**config.mk**
```make
export PLATFORM = sky130hd
export DESIGN_NAME = flopr_pipe
export DESIGN_NICKNAME = d
export VERILOG_FILES = /design/src/rtl/flopr_pipe.sv
export SDC_FILE = /design/constraint.sdc
export NUM_CORES = 1
export LEC_CHECK = 0
export CORE_MARGIN = 4
export CORE_UTILIZATION = 55
export DETAILED_ROUTE_END_ITERATION = 6
export PLACE_DENSITY = 0.95
export SYNTH_ARGS = -nofsm -noshare
export SYNTH_HDL_FRONTEND = slang
export SYNTH_SLANG_ARGS = --single-unit
```
**constraint.sdc**
```tcl
create_clock -name clk -period 5.2 [get_ports clk]
set_input_delay 1.04 -clock clk [delete_from_list [all_inputs] [get_ports clk]]
set_output_delay 1.04 -clock clk [all_outputs]
set_load 0.05 [all_outputs]
```
**src/rtl/flopr_pipe.sv**
```systemverilog
// Elastic N-stage pipeline register chain: per-stage valid bits, valid/ready handshake,
// bubble collapsing, synchronous flush and a registered occupancy count.
module flopr_pipe #(
  parameter int unsigned      WIDTH     = 64,
  parameter int unsigned      DEPTH     = 2,
  parameter logic [WIDTH-1:0] RESET_VAL = '0
) (
  input  logic                       clk,
  input  logic                       reset,
  input  logic                       flush,
  input  logic                       in_valid,
  output logic                       in_ready,
  input  logic [WIDTH-1:0]           in_data,
  output logic                       out_valid,
  input  logic                       out_ready,
  output logic [WIDTH-1:0]           out_data,
  output logic [$clog2(DEPTH+1)-1:0] count
);

  localparam int unsigned CW = $clog2(DEPTH + 1);

  logic [DEPTH-1:0] v_q, v_d;
  logic [DEPTH-1:0] move;
  logic [DEPTH-1:0] incoming;
  logic [WIDTH-1:0] data_q [DEPTH];
  logic [CW-1:0]    count_q, count_d;
  logic             in_fire;

  // Ripple from the output end: a stage advances if the next one is empty or advancing too.
  always_comb begin
    move = '0;
    move[DEPTH-1] = v_q[DEPTH-1] & out_ready & ~flush;
    for (int i = DEPTH - 2; i >= 0; i--) begin
      move[i] = v_q[i] & (~v_q[i+1] | move[i+1]) & ~flush;
    end
  end

  assign in_ready  = (~v_q[0] | move[0]) & ~flush;
  assign in_fire   = in_valid & in_ready;
  assign out_valid = v_q[DEPTH-1] & ~flush;
  assign out_data  = data_q[DEPTH-1];
  assign count     = count_q;

  always_comb begin
    incoming = '0;
    for (int i = 0; i < DEPTH; i++) begin
      if (i == 0) begin
        incoming[i] = in_fire;
      end else begin
        incoming[i] = move[i-1];
      end
    end
    v_d = flush ? '0 : (incoming | (v_q & ~move));
    count_d = '0;
    for (int i = 0; i < DEPTH; i++) begin
      count_d = count_d + CW'(v_d[i]);
    end
  end

  always_ff @(posedge clk) begin
    if (reset) begin
      v_q     <= '0;
      count_q <= '0;
      for (int i = 0; i < DEPTH; i++) begin
        data_q[i] <= RESET_VAL;
      end
    end else begin
      v_q     <= v_d;
      count_q <= count_d;
      // Flush clears valids only; payload registers keep their contents.
      if (incoming[0]) begin
        data_q[0] <= in_data;
      end
      for (int i = 1; i < DEPTH; i++) begin
        if (incoming[i]) begin
          data_q[i] <= data_q[i-1];
        end
      end
    end
  end

endmodule

```
## After elaboration in Yosys (flattened, before gate mapping)

Memory sizes are Yosys's and may differ from the RTL's.
Index checks and enable logic that the tools add are counted.

- Register bits: 4
- Latch bits: 0
- RAM bits: 128
- Memory bits (read-only): 0
- Input bits: 69
- Output and inout bits: 68
- Word-level logic and storage cells: 32
- Memories kept: 1

- Add/sub/neg operators: 1
- Multipliers: 0
- Divide/modulo/power cells: 0
- Order comparisons: 0
- Eq/ne operators: 0
- Shift-type cells: 0
- Mux-type cells: 11
- Bitwise operators: 17
- Reduce and logical (&&, ||, !) cells: 0

Memories:

| name | words | width | read ports | clocked after memory_dff | write ports | line | source |
|---|---|---|---|---|---|---|---|
| data_q | 2 | 64 | 2 | 0 | 2 | 25 | `logic [WIDTH-1:0] data_q [DEPTH];` |

Operator list:

| operator | count |
|---|---|
| 2-to-1 mux 64 bit | 2 |
| 2-to-1 mux 1 bit | 8 |
| AND 1 bit | 7 |
| bitwise OR 1 bit | 4 |
| NOT 1 bit | 3 |
| adder 1 x 1 -> 2 bit | 1 |
| AND 2 bit | 1 |
| 2-to-1 mux 2 bit | 1 |
| NOT 2 bit | 1 |
| bitwise OR 2 bit | 1 |

## Longest topological paths before layout

Gate-level depths: netlist (run 1).

- Depth in word-level cells: 12
- Depth in mapped cells: 4

## Worst setup path before layout (run 1)

No wires, ideal clock.

- Path type: input -> output
- From: in out_ready
- To: out in_ready
- Arrival time: 2240 ps
- Slack: 1920 ps
- Cell stages on the path: 4
- Path through: and3b_1 > buf_2 > buf_2 > nor2_1

- Longest elaborated chain between the ends: 7

RTL lines:

| what | line | source |
|---|---|---|
| start, declared | 15 | `input logic out_ready,` |
| AND 1 bit (2 in a row) | 32 | `move[DEPTH-1] = v_q[DEPTH-1] & out_ready & ~flush;` |
| bitwise OR 1 bit | 34 | `move[i] = v_q[i] & (~v_q[i+1] \| move[i+1]) & ~flush;` |
| AND 1 bit (2 in a row) | 34 |  |
| bitwise OR 1 bit | 38 | `assign in_ready = (~v_q[0] \| move[0]) & ~flush;` |
| AND 1 bit | 38 |  |
| end, declared | 12 | `output logic in_ready,` |

No other way between the ends.

## Worst setup path in the final report (run 1)

Same ends and word-level chain as after synthesis.

==> results of run 1 <==
## worst reg2reg max path, delay by kind of cell (launching register included)
family                 cells  cell delay (ns)
flip-flops                 1             0.45
buffers and inverters      1             0.85
AND/OR/NAND/NOR            2             0.54
## path summary, 6_finish.rpt
kind	endpoint	slack (ns)	cells past startpoint
worst max-delay path	in_ready	1.46	4
worst max register to register	data_q[0][27]	3.06	3
worst min register to register	v_q[1]	0.60	2
worst min-delay path	v_q[1]	0.60	2
## cells in the mapped netlist, types with 2 or more instances
| cell | instances |
|---|---|
| buf_4 | 64 |
| inv_1 | 3 |
| clkbuf_1 | 4 |
| nor4b_2 | 103 |
| a31o_2 | 2 |
| nor4b_1 | 19 |
| dfxtp_1 | 4 |
| nor2_1 | 2 |
| nor4b_4 | 6 |
| nor2b_1 | 3 |
| edfxtp_1 | 128 |
| buf_2 | 15 |
| a21oi_1 | 3 |
| buf_6 | 23 |
## final cells by class
class	instances	area, µm²	area share
inverters	3	11.26	0.001396
multi-input cells	144	1994	0.2472
well taps	147	183.9	0.02280
clock buffers	26	479.2	0.05941
repair buffers	142	1419	0.1759
flip-flops and latches	132	3924	0.4864
clock inverters	6	55.05	0.006825
## power breakdown
part,total [W],switching [W],internal (W)
Clock,0.00108,0.000402,0.000678
Sequential,0.00125,0.0000174,0.00124
Combinational,0.000340,0.000204,0.000137
## metrics by stage
step	setup WS, ns	power (W)	utilization
floorplan	1.920	0.001530	-
global placement	1.500	0.001608	0.6271
detailed placement	1.462	0.001618	0.6271
CTS	1.460	0.002703	0.6716
global route	1.433	0.002772	0.6716
finish	1.459	0.002675	0.6716
## per-layer routing
layer  wire length (µm)  share of wire
met5                  0              0
met4                274          0.023
met3                382          0.032
met2               6371           0.54
met1               4851           0.41
## kinds of logic after synthesis
group,share of synthesized area
simple gates,0.2843
flops,0.5830
fa+ha+maj,0.001859
buf+inv,0.1249
compound gates,0.005949
## flip-flops by register name (all words and copies together) (netlist names)
name	flops
v_q	2
count	2
data_q	128
==> impl_metrics.ini, run 1 <==
[clocking]
postCtsSetupRepairBufs = 0
cts_sinks = 132
clk_latency_ns = 0.41
cts_tree = yes
clockRootBuffer = clkbuf_16
clkTransAtPathRegs_ns = 0.05
htreeDepth = 4
cts_resized = 0
cts.path.max_buffers = 2
cts_hold_buf = 0
cts_buffers = 17

[global_route]
globalRouteOverflowTotal = 0
track_usage = 0.1736
grtUsageMet1 = 0.2079
top_usage_layer = met2
met2_usage = 0.2856
grt_pass1_wl_mm = 18.91
antenna_found_initial = 0
grt_pass1_vias = 3479
grt_max_degree = 71
met3_usage = 0.04545

[die]
initial_utilization = 0.5603
ios = 137
die_h_um = 118.6
die_area_um2 = 14070
core.rowCount = 40
fp.dieW_um = 118.6
fp.coreArea_um2 = 12010

[worst_hold_path]
min_path_type = register to register
hold_start = v_q[0]

[worst_setup_path]
cp_num_buf_inv = 2
rr_startpoint = v_q[0]
worstPathMaxFanout = 7
crit_path_top_delay_cell = clkdlybuf4s50_1
crit_type = input pin to primary output
crit_required_ns = 4.16
critical_path.max_stage_delay_ns = 0.81
endpoint_kind = primary output
critPathMostFrequentCell = clkdlybuf4s50_1
crit_path_cell_trace = clkdlybuf4s50_1 -> and3b_4 -> nor2_1 -> clkdlybuf4s50_1
cpLargestDelayFamily = buffers and inverters
crit_start = out_ready
cp-start-kind = input pin
crit_arrival_ns = 2.70

[timing]
setup_viol = 0
fin_crit_sh = 0.7194
tightest_slew_ns = 1.113
hold_viol = 0
fmax_ghz = 0.2673
tns_ns = 0
slew_headroom = 0.2579
period_minus_slack_ns = 3.741
rsz0062_at_grt = false
holdWs_ns = 0.5965
maxSlewViolCount = 0
clock_skew_ns = 0.007306

[synthesis]
syn_area_per_cell_um2 = 17.48
synth-async-reset-ratio = 0
seq_area_frac_synth = 0.5830
synth_edf_count = 128
yosysWarnings = 0
synth_cells = 385
ys_ff_latch = 132
yosysTopAreaCellShare = 0.5711
synthTopCellsByArea = edfxtp_1 57%, nor4b_2 23%, buf_4 7.1%
ys.flop_type = edfxtp_1
yosysUniqueCellTypes = 20
synth_nets = 455
synth_top_cell_by_area = edfxtp_1
synth_area_um2 = 6730

[drt]
vias = 3392
drc = 0
drtPass1Iterations = 4
post_drt_wl_per_cell_um = 19.80
antenna_left = 0
drt_iter0_drc = 201
routed_wl_mm = 11.88
vias_per_cell = 5.653

[layout]
finalNonFillerCells = 600
nets = 510
final_area_um2 = 8066
layout.cells.most_common = clkdlybuf4s50_1
fillerInstances = 783
drive_above_1_share = 0.3201
diodes = 0
areaGrowthSynthToFinish_pct = 19.86
layout_common_cells = 136 x clkdlybuf4s50_1, 128 x edfxtp_1, 103 x nor4b_2, 19 x nor4b_1, 17 x clkbuf_16

[power_and_ir_drop]
p_per_area_nw_per_um2 = 331.6
ir_worst_vdd_mv = 0.2198
p_leak_nw = 2.543

[placement]
dp_cells = 568
dp_hpwl_mm = 7.287
io_buffers = 136
dpl-instance-area_um2 = 7532
gp_congestion = 0.7938

[run_status]
status = finished clean

[run]
maxCapViolCount = 0
Power figures use the tool's default switching activity.
==> inputs of run 2 (changes only) <==
Settings changed: CORE_UTILIZATION 55 to 52, PLACE_DENSITY 0.95 to 0.91.
Clock period 5.2 ns to 3.5 ns, I/O delays scaled along.
==> impl_metrics.ini, run 2 (synthesis results as in run 1) <==
[worst_setup_path]
crit_arrival_ns = 2.23
crit_type = input pin to primary output
cp-start-kind = input pin
worstPathMaxFanout = 7
crit_required_ns = 2.80
endpoint_kind = primary output

[die]
die_area_um2 = 14830
initial_utilization = 0.5312
core.rowCount = 41
die_h_um = 121.8
fp.dieW_um = 121.8
ios = 137
fp.coreArea_um2 = 12670

[timing]
tightest_slew_ns = 0.9120
clock_skew_ns = 0.005340
slew_headroom = 0.3920
hold_viol = 0
maxSlewViolCount = 0
period_minus_slack_ns = 2.935
setup_viol = 0
tns_ns = 0
finalWorstSetupSlack_ns = 0.5654
fin_crit_sh = 0.8385
rsz0062_at_grt = false
fmax_ghz = 0.3408

[clocking]
cts_sinks = 132
clk_latency_ns = 0.41
cts.path.max_buffers = 2
htreeDepth = 4
cts_resized = 0
postCtsSetupRepairBufs = 0
cts_buffers = 17
cts_hold_buf = 0
cts_tree = yes
clockRootBuffer = clkbuf_16
clkTransAtPathRegs_ns = 0.06

[layout]
top_register = data_q
drive_above_1_share = 0.3326
utilization = 0.6525
layout.cells.most_common = clkdlybuf4s50_1
final_area_um2 = 8268
finalNonFillerCells = 626
areaGrowthSynthToFinish_pct = 22.85
layout_common_cells = 135 x clkdlybuf4s50_1, 128 x edfxtp_1, 103 x nor4b_2, 19 x nor4b_1, 17 x clkbuf_16
diodes = 0
largest_reg_flops = 128
nets = 511

[drt]
drtPass1Iterations = 5
vias = 3320
drc = 0
antenna_left = 0
vias_per_cell = 5.304
routed_wl_mm = 11.44
post_drt_wl_per_cell_um = 18.28
drt_iter0_drc = 195

[placement]
gp_congestion = 0.7764
dp_cells = 594
dp_hpwl_mm = 7.017
dpl-instance-area_um2 = 7631
preCtsSetupSlack_ns = 0.5795
io_buffers = 136

[global_route]
grt_pass1_wl_mm = 18.13
antenna_found_initial = 0
grt_max_degree = 129
track_usage = 0.1597
grt_pass1_vias = 3406
globalRouteOverflowTotal = 0

[power_and_ir_drop]
ir_worst_vdd_mv = 0.2941
p_leak_nw = 2.606
p_per_area_nw_per_um2 = 515.6

[run_status]
status = finished clean

[run]
maxCapViolCount = 0

[worst_hold_path]
min_path_type = register to register
## run 2: path summary, 6_finish.rpt
path,startpoint,end,slack [ns],depth (start not counted)
worst max register to register,v_q[0],data_q[0][24],1.60,3
worst max-delay path,flush,out_valid,0.57,3
worst min-delay path,data_q[0][32],data_q[0][96],0.61,1
worst min register to register,data_q[0][32],data_q[0][96],0.61,1
## run 2: per-layer routing
metal / track usage / vias up / share of wire
li1: - / 1574 / -
met2: 0.2690 / 105 / 0.53
met4: 0.07493 / 0 / 0.025
met5: 0 / - / 0
met3: 0.03993 / 21 / 0.044
met1: 0.1931 / 1620 / 0.40
## run 2: final cells by class
type	instances	area, µm²
Inverter	3	11.26
Sequential cell	132	3924
Clock buffer	17	425.4
Tap cell	172	215.2
Timing Repair Buffer	143	1486
Fill cell	872	4403
Clock inverter	15	211.5
Multi-Input combinational cell	144	1994
## run 2: metrics by stage
step	power (W)	hold WS (ns)
final	0.004263	0.6117
after global routing	0.004397	0.6389
after CTS	0.004303	0.6172
after detailed placement	0.002412	0.5949
after global placement	0.002399	0.5597
after floorplan	0.002273	0.4809
## run 2: power breakdown
| part | switching, W | internal [W] | total (W) |
|---|---|---|---|
| logic | 0.000306 | 0.000212 | 0.000518 |
| registers | 0.0000236 | 0.00184 | 0.00186 |
| clock network | 0.000632 | 0.00125 | 0.00189 |
## run 2: critical path, stage by stage
cell	delay [ns]
clkdlybuf4s50_1	0.52
nor2b_1	0.18
clkdlybuf4s50_1	0.83
==> inputs of run 3 (changes only) <==
Settings changed: CORE_UTILIZATION 52 to 47, PLACE_DENSITY 0.91 to 0.87.
Clock period 3.5 ns to 2.6 ns, I/O delays scaled along.
==> impl_metrics.ini, run 3 (synthesis results as in run 1) <==
[die]
initial_utilization = 0.4830
fp.coreArea_um2 = 13930
ios = 137
die_h_um = 127.7
fp.dieW_um = 127.7
core.rowCount = 43
die_area_um2 = 16300

[layout]
top_register = data_q
drive_above_1_share = 0.3341
layout.cells.most_common = clkdlybuf4s50_1
layout_common_cells = 134 x clkdlybuf4s50_1, 128 x edfxtp_1, 103 x nor4b_2, 19 x nor4b_1, 17 x clkbuf_16
areaGrowthSynthToFinish_pct = 22.12
finalNonFillerCells = 635
largest_reg_flops = 128
diodes = 0
nets = 517

[clocking]
cts.path.max_buffers = 2
clkTransAtPathRegs_ns = 0.05
cts_resized = 0
htreeDepth = 4
cts_sinks = 132
cts_tree = yes
cts_hold_buf = 0
postCtsSetupRepairBufs = 0
clk_latency_ns = 0.42
cts_buffers = 17
clockRootBuffer = clkbuf_16

[timing]
tns_ns = 0
hold_viol = 0
period_minus_slack_ns = 2.115
fmax_ghz = 0.4728
fin_crit_sh = 0.8134
maxSlewViolCount = 0
tightest_slew_ns = 0.5553
setup_viol = 0
clock_skew_ns = 0.006577
rsz0062_at_grt = false
slew_headroom = 0.6287
holdWs_ns = 0.6096

[drt]
vias_per_cell = 5.386
wl_met2_mm = 6.614
wl_met3_um = 511
post_drt_wl_per_cell_um = 18.85
m1WireLength_mm = 4.641
drt_iter0_drc = 229
vias = 3420
drc = 0
drtPass1Iterations = 5
routed_wl_mm = 11.97
top_layer = met4
antenna_left = 0

[placement]
dp_cells = 608
gp_congestion = 0.7135
io_buffers = 136
dp_hpwl_mm = 7.505

[worst_setup_path]
crit_type = register to primary output
crit_arrival_ns = 1.59
cpLargestDelayFamily = buffers and inverters
cp_num_buf_inv = 1
crit_path_cell_trace = clkdlybuf4s50_1
worstPathMaxFanout = 1
critical_path.max_stage_delay_ns = 0.82
crit_required_ns = 2.08
cp-start-kind = register
endpoint_kind = primary output
crit_path_top_delay_cell = clkdlybuf4s50_1

[global_route]
globalRouteOverflowTotal = 0
grt_pass1_vias = 3614
grt_pass1_wl_mm = 19.16
antenna_found_initial = 0
track_usage = 0.1537
grt_max_degree = 70

[power_and_ir_drop]
p_leak_nw = 2.591
ir_worst_vdd_mv = 0.3565
p_per_area_nw_per_um2 = 629.7

[run]
maxCapViolCount = 0

[run_status]
status = finished clean

[worst_hold_path]
min_path_type = register to register
-- run 3: routing by layer --
metal / global-route usage / up-vias
met1: 0.1759 / 1746
met2: 0.2691 / 78
met4: 0.06180 / 0
li1: - / 1577
met5: 0 / -
met3: 0.04667 / 19
-- run 3: worst paths after layout --
check                                     from       endpoint  slack [ns]  cells past startpoint
worst max register to register          v_q[0]  data_q[0][18]        0.99                      3
worst min-delay path             data_q[0][21]  data_q[0][85]        0.61                      1
worst min register to register   data_q[0][21]  data_q[0][85]        0.61                      1
worst max-delay path            data_q[0][111]   out_data[47]        0.49                      1
-- run 3: where the power goes --
part / total [W] / internal [W] / leakage [nW] / switching (W)
sequential: 0.00251 / 0.00247 / 1.38 / 0.0000338
combinational: 0.000714 / 0.000298 / 0.975 / 0.000416
clock: 0.00196 / 0.00116 / 0.235 / 0.000795
total: 0.00518 / 0.00393 / 2.59 / 0.00124
-- run 3: area by class of cell --
cell class	count	area [µm²]
clock buffer	17	425.4
clock inverter	10	47.55
fill	1015	5715
inverter	3	11.26
multi-input combinational	144	1994
sequential	132	3924
tap	180	225.2
timing repair buffer	149	1592
-- run 3: through the flow --
stage | instance area (µm²) | util | power (W) | worst slack [ns]
floorplan | 6730 | - | 0.003060 | 0.3605
global placement | 7746 | 0.5559 | 0.003249 | 0.4143
detailed placement | 7746 | 0.5559 | 0.003268 | 0.2839
CTS | 8219 | 0.5898 | 0.005236 | 0.4540
global route | 8219 | 0.5898 | 0.005364 | 0.4493
finish | 8219 | 0.5898 | 0.005175 | 0.4851
